## src/rtl/regfile_read_port_if.sv

```systemverilog
// Request/response handshake bundle for the register file read port.
//   req_valid/req_ready   : operand fetch request handshake
//   req_idx_a/req_idx_b   : operand register indices
//   rsp_valid/rsp_ready   : registered response handshake
//   rsp_data_a/rsp_data_b : operand values
//   rd_count              : number of responses consumed (wraps)
// master = requester/consumer (execute stage), slave = read port.
interface regfile_read_port_if #(
    parameter int unsigned DATA_W = 16,
    parameter int unsigned IDX_W  = 3
);
    logic              req_valid;
    logic              req_ready;
    logic [IDX_W-1:0]  req_idx_a;
    logic [IDX_W-1:0]  req_idx_b;
    logic              rsp_valid;
    logic              rsp_ready;
    logic [DATA_W-1:0] rsp_data_a;
    logic [DATA_W-1:0] rsp_data_b;
    logic [15:0]       rd_count;

    modport master (
        output req_valid, req_idx_a, req_idx_b, rsp_ready,
        input  req_ready, rsp_valid, rsp_data_a, rsp_data_b, rd_count
    );

    modport slave (
        input  req_valid, req_idx_a, req_idx_b, rsp_ready,
        output req_ready, rsp_valid, rsp_data_a, rsp_data_b, rd_count
    );
endinterface

```

## src/rtl/regfile_read_port.sv

```systemverilog
// Read side of the datapath register file.
// Holds NREGS x DATA_W registers written by two write ports (port 1 wins on
// a same-index collision) and serves two-operand read requests through a
// single registered response stage with valid/ready backpressure.
// Ports:
//   clk, rst                 : clock, synchronous active-low reset
//   write0/num_write0_in/... : write port 0 (enable, index, data)
//   write1/num_write1_in/... : write port 1 (enable, index, data)
//   rp                       : request/response handshake (slave side)
module regfile_read_port #(
    parameter int unsigned DATA_W = 16,
    parameter int unsigned NREGS  = 8,
    parameter int unsigned IDX_W  = 3
) (
    input  logic              clk,
    input  logic              rst,
    input  logic              write0,
    input  logic [IDX_W-1:0]  num_write0_in,
    input  logic [DATA_W-1:0] data_write0_in,
    input  logic              write1,
    input  logic [IDX_W-1:0]  num_write1_in,
    input  logic [DATA_W-1:0] data_write1_in,
    regfile_read_port_if.slave rp
);

    typedef enum logic [0:0] {StEmpty, StFull} state_e;

    state_e            state_q, state_d;
    logic [DATA_W-1:0] regs_q [NREGS];
    logic [DATA_W-1:0] regs_d [NREGS];
    logic [DATA_W-1:0] rsp_a_q, rsp_a_d;
    logic [DATA_W-1:0] rsp_b_q, rsp_b_d;
    logic [15:0]       rd_count_q, rd_count_d;
    logic              req_ready;
    logic              accept;
    logic              consume;

    // Single output stage: a consume frees the slot on the same edge.
    assign req_ready = (state_q == StEmpty) || rp.rsp_ready;
    assign accept    = rp.req_valid && req_ready;
    assign consume   = (state_q == StFull) && rp.rsp_ready;

    // Next register contents. Port 1 is applied last so it wins a collision;
    // reading regs_d at acceptance therefore gives the write-first bypass.
    always_comb begin
        regs_d = regs_q;
        if (write0) regs_d[num_write0_in] = data_write0_in;
        if (write1) regs_d[num_write1_in] = data_write1_in;
    end

    always_comb begin
        state_d    = state_q;
        rsp_a_d    = rsp_a_q;
        rsp_b_d    = rsp_b_q;
        rd_count_d = rd_count_q;
        if (consume) rd_count_d = rd_count_q + 16'd1;
        unique case (state_q)
            StEmpty: if (accept) state_d = StFull;
            StFull:  if (consume && !accept) state_d = StEmpty;
            default: state_d = StEmpty;
        endcase
        // Snapshot at acceptance; held data is never refreshed by later writes.
        if (accept) begin
            rsp_a_d = regs_d[rp.req_idx_a];
            rsp_b_d = regs_d[rp.req_idx_b];
        end
    end

    always_ff @(posedge clk) begin
        if (!rst) begin
            state_q    <= StEmpty;
            rsp_a_q    <= '0;
            rsp_b_q    <= '0;
            rd_count_q <= '0;
            for (int i = 0; i < int'(NREGS); i++) regs_q[i] <= '0;
        end else begin
            state_q    <= state_d;
            rsp_a_q    <= rsp_a_d;
            rsp_b_q    <= rsp_b_d;
            rd_count_q <= rd_count_d;
            regs_q     <= regs_d;
        end
    end

    assign rp.req_ready  = req_ready;
    assign rp.rsp_valid  = (state_q == StFull);
    assign rp.rsp_data_a = rsp_a_q;
    assign rp.rsp_data_b = rsp_b_q;
    assign rp.rd_count   = rd_count_q;

endmodule

```

## src/flat_wrapper.sv

```systemverilog
// flat-port wrapper written by rule: the top's interface ports become plain ports
module regfile_read_port_flat 
#(
    parameter int unsigned DATA_W = 16,
    parameter int unsigned NREGS  = 8,
    parameter int unsigned IDX_W  = 3
)
  (clk, rst, write0, num_write0_in, data_write0_in, write1, num_write1_in, data_write1_in, rp_req_valid, rp_req_idx_a, rp_req_idx_b, rp_rsp_ready, rp_req_ready, rp_rsp_valid, rp_rsp_data_a, rp_rsp_data_b, rp_rd_count);
  regfile_read_port_if #(.DATA_W(DATA_W), .IDX_W(IDX_W)) rp_i ();
  input  logic clk;
  input  logic rst;
  input  logic write0;
  input  logic [IDX_W-1:0] num_write0_in;
  input  logic [DATA_W-1:0] data_write0_in;
  input  logic write1;
  input  logic [IDX_W-1:0] num_write1_in;
  input  logic [DATA_W-1:0] data_write1_in;
  input wire logic [$bits(rp_i.req_valid)-1:0] rp_req_valid;
  input wire logic [$bits(rp_i.req_idx_a)-1:0] rp_req_idx_a;
  input wire logic [$bits(rp_i.req_idx_b)-1:0] rp_req_idx_b;
  input wire logic [$bits(rp_i.rsp_ready)-1:0] rp_rsp_ready;
  output wire logic [$bits(rp_i.req_ready)-1:0] rp_req_ready;
  output wire logic [$bits(rp_i.rsp_valid)-1:0] rp_rsp_valid;
  output wire logic [$bits(rp_i.rsp_data_a)-1:0] rp_rsp_data_a;
  output wire logic [$bits(rp_i.rsp_data_b)-1:0] rp_rsp_data_b;
  output wire logic [$bits(rp_i.rd_count)-1:0] rp_rd_count;
  assign rp_i.req_valid = rp_req_valid;
  assign rp_i.req_idx_a = rp_req_idx_a;
  assign rp_i.req_idx_b = rp_req_idx_b;
  assign rp_i.rsp_ready = rp_rsp_ready;
  assign rp_req_ready = rp_i.req_ready;
  assign rp_rsp_valid = rp_i.rsp_valid;
  assign rp_rsp_data_a = rp_i.rsp_data_a;
  assign rp_rsp_data_b = rp_i.rsp_data_b;
  assign rp_rd_count = rp_i.rd_count;
  regfile_read_port #(.DATA_W(DATA_W), .NREGS(NREGS), .IDX_W(IDX_W)) u_core (.clk(clk), .rst(rst), .write0(write0), .num_write0_in(num_write0_in), .data_write0_in(data_write0_in), .write1(write1), .num_write1_in(num_write1_in), .data_write1_in(data_write1_in), .rp(rp_i));
endmodule
```

## config.mk

```make
export PLATFORM = sky130hd
export DESIGN_NAME = regfile_read_port_flat
export DESIGN_NICKNAME = d
export VERILOG_FILES = /design/src/rtl/regfile_read_port_if.sv /design/src/rtl/regfile_read_port.sv /design/src/flat_wrapper.sv
export SDC_FILE = /design/constraint.sdc
export NUM_CORES = 1
export LEC_CHECK = 0
export ABC_AREA = 1
export BUFFER_PORTS_ARGS = -buffer_cell sky130_fd_sc_hd__buf_2
export CORE_MARGIN = 5
export CORE_UTILIZATION = 50
export DETAILED_ROUTE_END_ITERATION = 16
export GPL_TIMING_DRIVEN = 0
export PLACE_DENSITY = 0.69
export SYNTH_ARGS = -nofsm -noshare
export SYNTH_HDL_FRONTEND = slang
export SYNTH_SLANG_ARGS = --single-unit
```

## constraint.sdc

```tcl
create_clock -name clk -period 2.3 [get_ports clk]
set_clock_uncertainty 0.1 [all_clocks]
set_input_delay 0.46 -clock clk [delete_from_list [all_inputs] [get_ports clk]]
set_output_delay 0.46 -clock clk [all_outputs]
set_load 0.05 [all_outputs]
```

==> key figures <==
Place
  – Area post-placement: roughly 0.011 mm²
  – Placed Cells: roughly 2100
  – Pre-CTS WS: -0.448 ns
  – Final GP Congestion: between 1 and 1.5
  – I/O Buffers: 79
  – Hpwl dp: 33000 µm

Critical path
  – Startpoint types: input port
  – Crit path top cell by count: nand3_1
  – Crit Path Class: input port to flip-flop
  – Buf/Inv on CP: 3
  – CP required: between 2 and 3 ns
  – Critical path arrival: roughly 2.5 ns
  – Critical path cell sequence: buf_2 -> inv_1 -> nor2_2 -> clkbuf_1 -> nand3_1 -> nand3_1 -> nand3_1 -> nand3_1 -> nand3_1 -> nand2_1 -> a21oi_1
  – Crit. End Element: flip-flop
  – Delay-heaviest family, CP: simple AND/OR/NAND/NOR gates
  – Crit Path Max Fanout: 10
  – Crit path largest cell delay: ~0.48 ns
  – Slowest CP cell: clkbuf_1
  – Reg2Reg Setup Slack: 0.43 ns

Timing
  – Slew Limit Fails: 0
  – Fin. Hold Viols: 0
  – Final setup margin: 0.0602 ns
  – Slew at the pin closest to its max-slew limit: 1.12 ns
  – Max Clk Rate: between 0.4 and 0.5 GHz
  – Final Setup Violations: 0
  – Tcrit/Tclk final: 0.974
  – Final setup TNS: 0 ns
  – Tmin final: 2.24 ns
  – Worst hold margin: 0.169 ns
  – RSZ-0062 raised after global routing: false
  – Max transition margin: 0.253

Yosys
  – Yosys cell types: 25
  – Register bit total from synthesis: roughly 180
  – Number of synthesized flops with an enable pin: 0
  – Post-Synthesis Cells: 1773
  – YS warnings: 0
  – Synth Net Count: ~1800
  – Mean Syn Cell Area: 6.07 µm²
  – Cell Area, Synth: 0.0108 mm²
  – Synth area leader: dfxtp_1
  – Most common cell in the synthesized netlist: nand3_1
  – Commonest cells in the netlist: 679 x nand3_1, 351 x nand2_1, 178 x inv_1
  – Seq/Total Area, Yosys: 0.329
  – Top FF cell, synth: dfxtp_1
  – Area contributors post-synth: dfxtp_1 33%, nand3_1 32%, nand2_1 12%, a21oi_1 8.0%, inv_1 6.2%
  – Synth top area share: 0.329
  – Synth async-reset ratio: 0

Power and ir drop
  – Leak: 5.57 nW
  – Worst VDD drop: between 0.0004 and 0.0005 V
  – Power Density: 665 mW/mm²
  – Tot Pwr: 8.06 mW

Clock network
  – Clk_lat worst skew: 0.45 ns
  – TritonCTS clock tree: built
  – Post-cts gate resize count: 0
  – Reg clk slew, reported paths: 0.08 ns
  – TritonCTS Buffers: 17
  – Hold buffers post-CTS: 0
  – CTS Sinks: 177
  – Post-CTS Repair Setup Buffers: 0
  – Htree depth: 4
  – CTS root buf: clkbuf_16
  – Clock buffer depth: 2

Floorplanning
  – FP Rows: 53
  – Die Wd: 157 µm
  – Std-Cell Core Area: 0.0211 mm²
  – Die Y: 157 µm
  – Initial Util: 0.510
  – IO Pins: 100
  – Die area: 0.0245 mm²

Cells and area
  – Final instance area: 0.0121 mm²
  – Share of layout cells above drive strength 1: 0.0849
  – Nets: 1922
  – Post-Layout Cell Count: 2159
  – Fill count: 2139
  – Final core utilization: 0.575
  – Area grow syn2layout: 12.8%
  – Ant. Diodes: 0

Route
  – DR pass1 iterations: 8
  – Routed len/inst: 20.0 µm
  – Number of DRC markers in iteration 0: 1797
  – WL final: 43100 µm
  – Vias per inst: around 6
  – Residual DRC: 0
  – Routed Antenna Nets: 0
  – Vias post-DR: 12935

GRT
  – First-pass GRT wire length: 65400 µm
  – Initial antenna violation count: 1
  – Grt ovf: 0
  – Vias in the first global route: 11482
  – Largest net degree at the start of global routing: 20
  – Gr usage total: 0.344

Run
  – Max-Cap Viols: 0

Status
  – Status: finished clean

Min path
  – Worst min path class: input port to flip-flop
-- cells by family after synthesis --
kind of cell               share of synthesized area
xor gates and xnor gates                     0.00163
AOI/OAI and AO/OA                              0.101
buffers and inverters                          0.113
DFF                                            0.329
and+or+nand+nor                                0.454
adders and majority gates                    0.00116
-- final timing paths --
path	start	end	cells after the start
min reg2reg	u_core.rp.rd_count[12]	u_core.rp.rd_count[12]	2
min	rp_req_valid	u_core.rp.rsp_valid	3
max	num_write0_in[1]	u_core.rp.rsp_data_b[12]	11
max reg2reg	u_core.rp.rsp_valid	u_core.rp.rd_count[14]	7
-- final cells by class --
cell class / instances / area [µm²] / area share
Sequential cell: 177 / 3540 / 0.292
Buffer: 130 / 531 / 0.0437
Multi-Input combinational cell: 1281 / 6030 / 0.497
Clock buffer: 17 / 425 / 0.0351
Timing Repair Buffer: 79 / 395 / 0.0326
Clock inverter: 15 / 171 / 0.0141
Tap cell: 275 / 344 / 0.0284
Inverter: 185 / 698 / 0.0575
-- layer usage --
layer	share of wire	vias to the layer above	global-route usage
li1	-	6182	-
met1	0.41	5782	0.473
met2	0.43	841	0.524
met3	0.12	128	0.0832
met4	0.036	2	0.129
met5	0.00016	-	0
-- tightest hold or removal path: stages --
cell	delay (ns)
buf_2	0.09
inv_1	0.06
a21oi_1	0.06
-- cell usage in the layout (no fill, tap or decap) --
cell and count:
nor2_2 4, dfxtp_1 177, nor3b_1 3, buf_4 1, nor2_1 14, a211oi_1 1, xor2_1 2, ha_1 1
o21ai_0 41, o21bai_1 1, inv_2 7, nand2_2 6, clkinv_4 2, inv_1 176, clkinv_8 5, buf_1 36
inv_6 3, clkbuf_1 66, nand3_1 679, nor2_4 3, clkbuf_2 5, nand2_1 347, clkbuf_4 2, clkinv_2 1
clkbuf_16 17, clkinv_1 1, nor4_1 1, clkinvlp_4 2, nand4_1 2, o21a_1 1, buf_2 99, nor3_1 3
a21oi_1 171, inv_8 3, and3_1 1
-- power breakdown --
group,leakage [nW],internal (mW),switching [mW]
Combinational,3.83,0.466,1.32
Clock,0.288,1.46,1.53
Sequential,1.45,3.23,0.0524
-- state kept, by name, indices dropped and copies added, names as in the netlist --
name / cells
u_core.rp.rd_count: 16
u_core.rp.rsp_valid: 1
u_core.rp.rsp_data_a: 16
u_core.regs_q: 128
u_core.rp.rsp_data_b: 16
No activity file was read; power rests on OpenSTA's default activity.
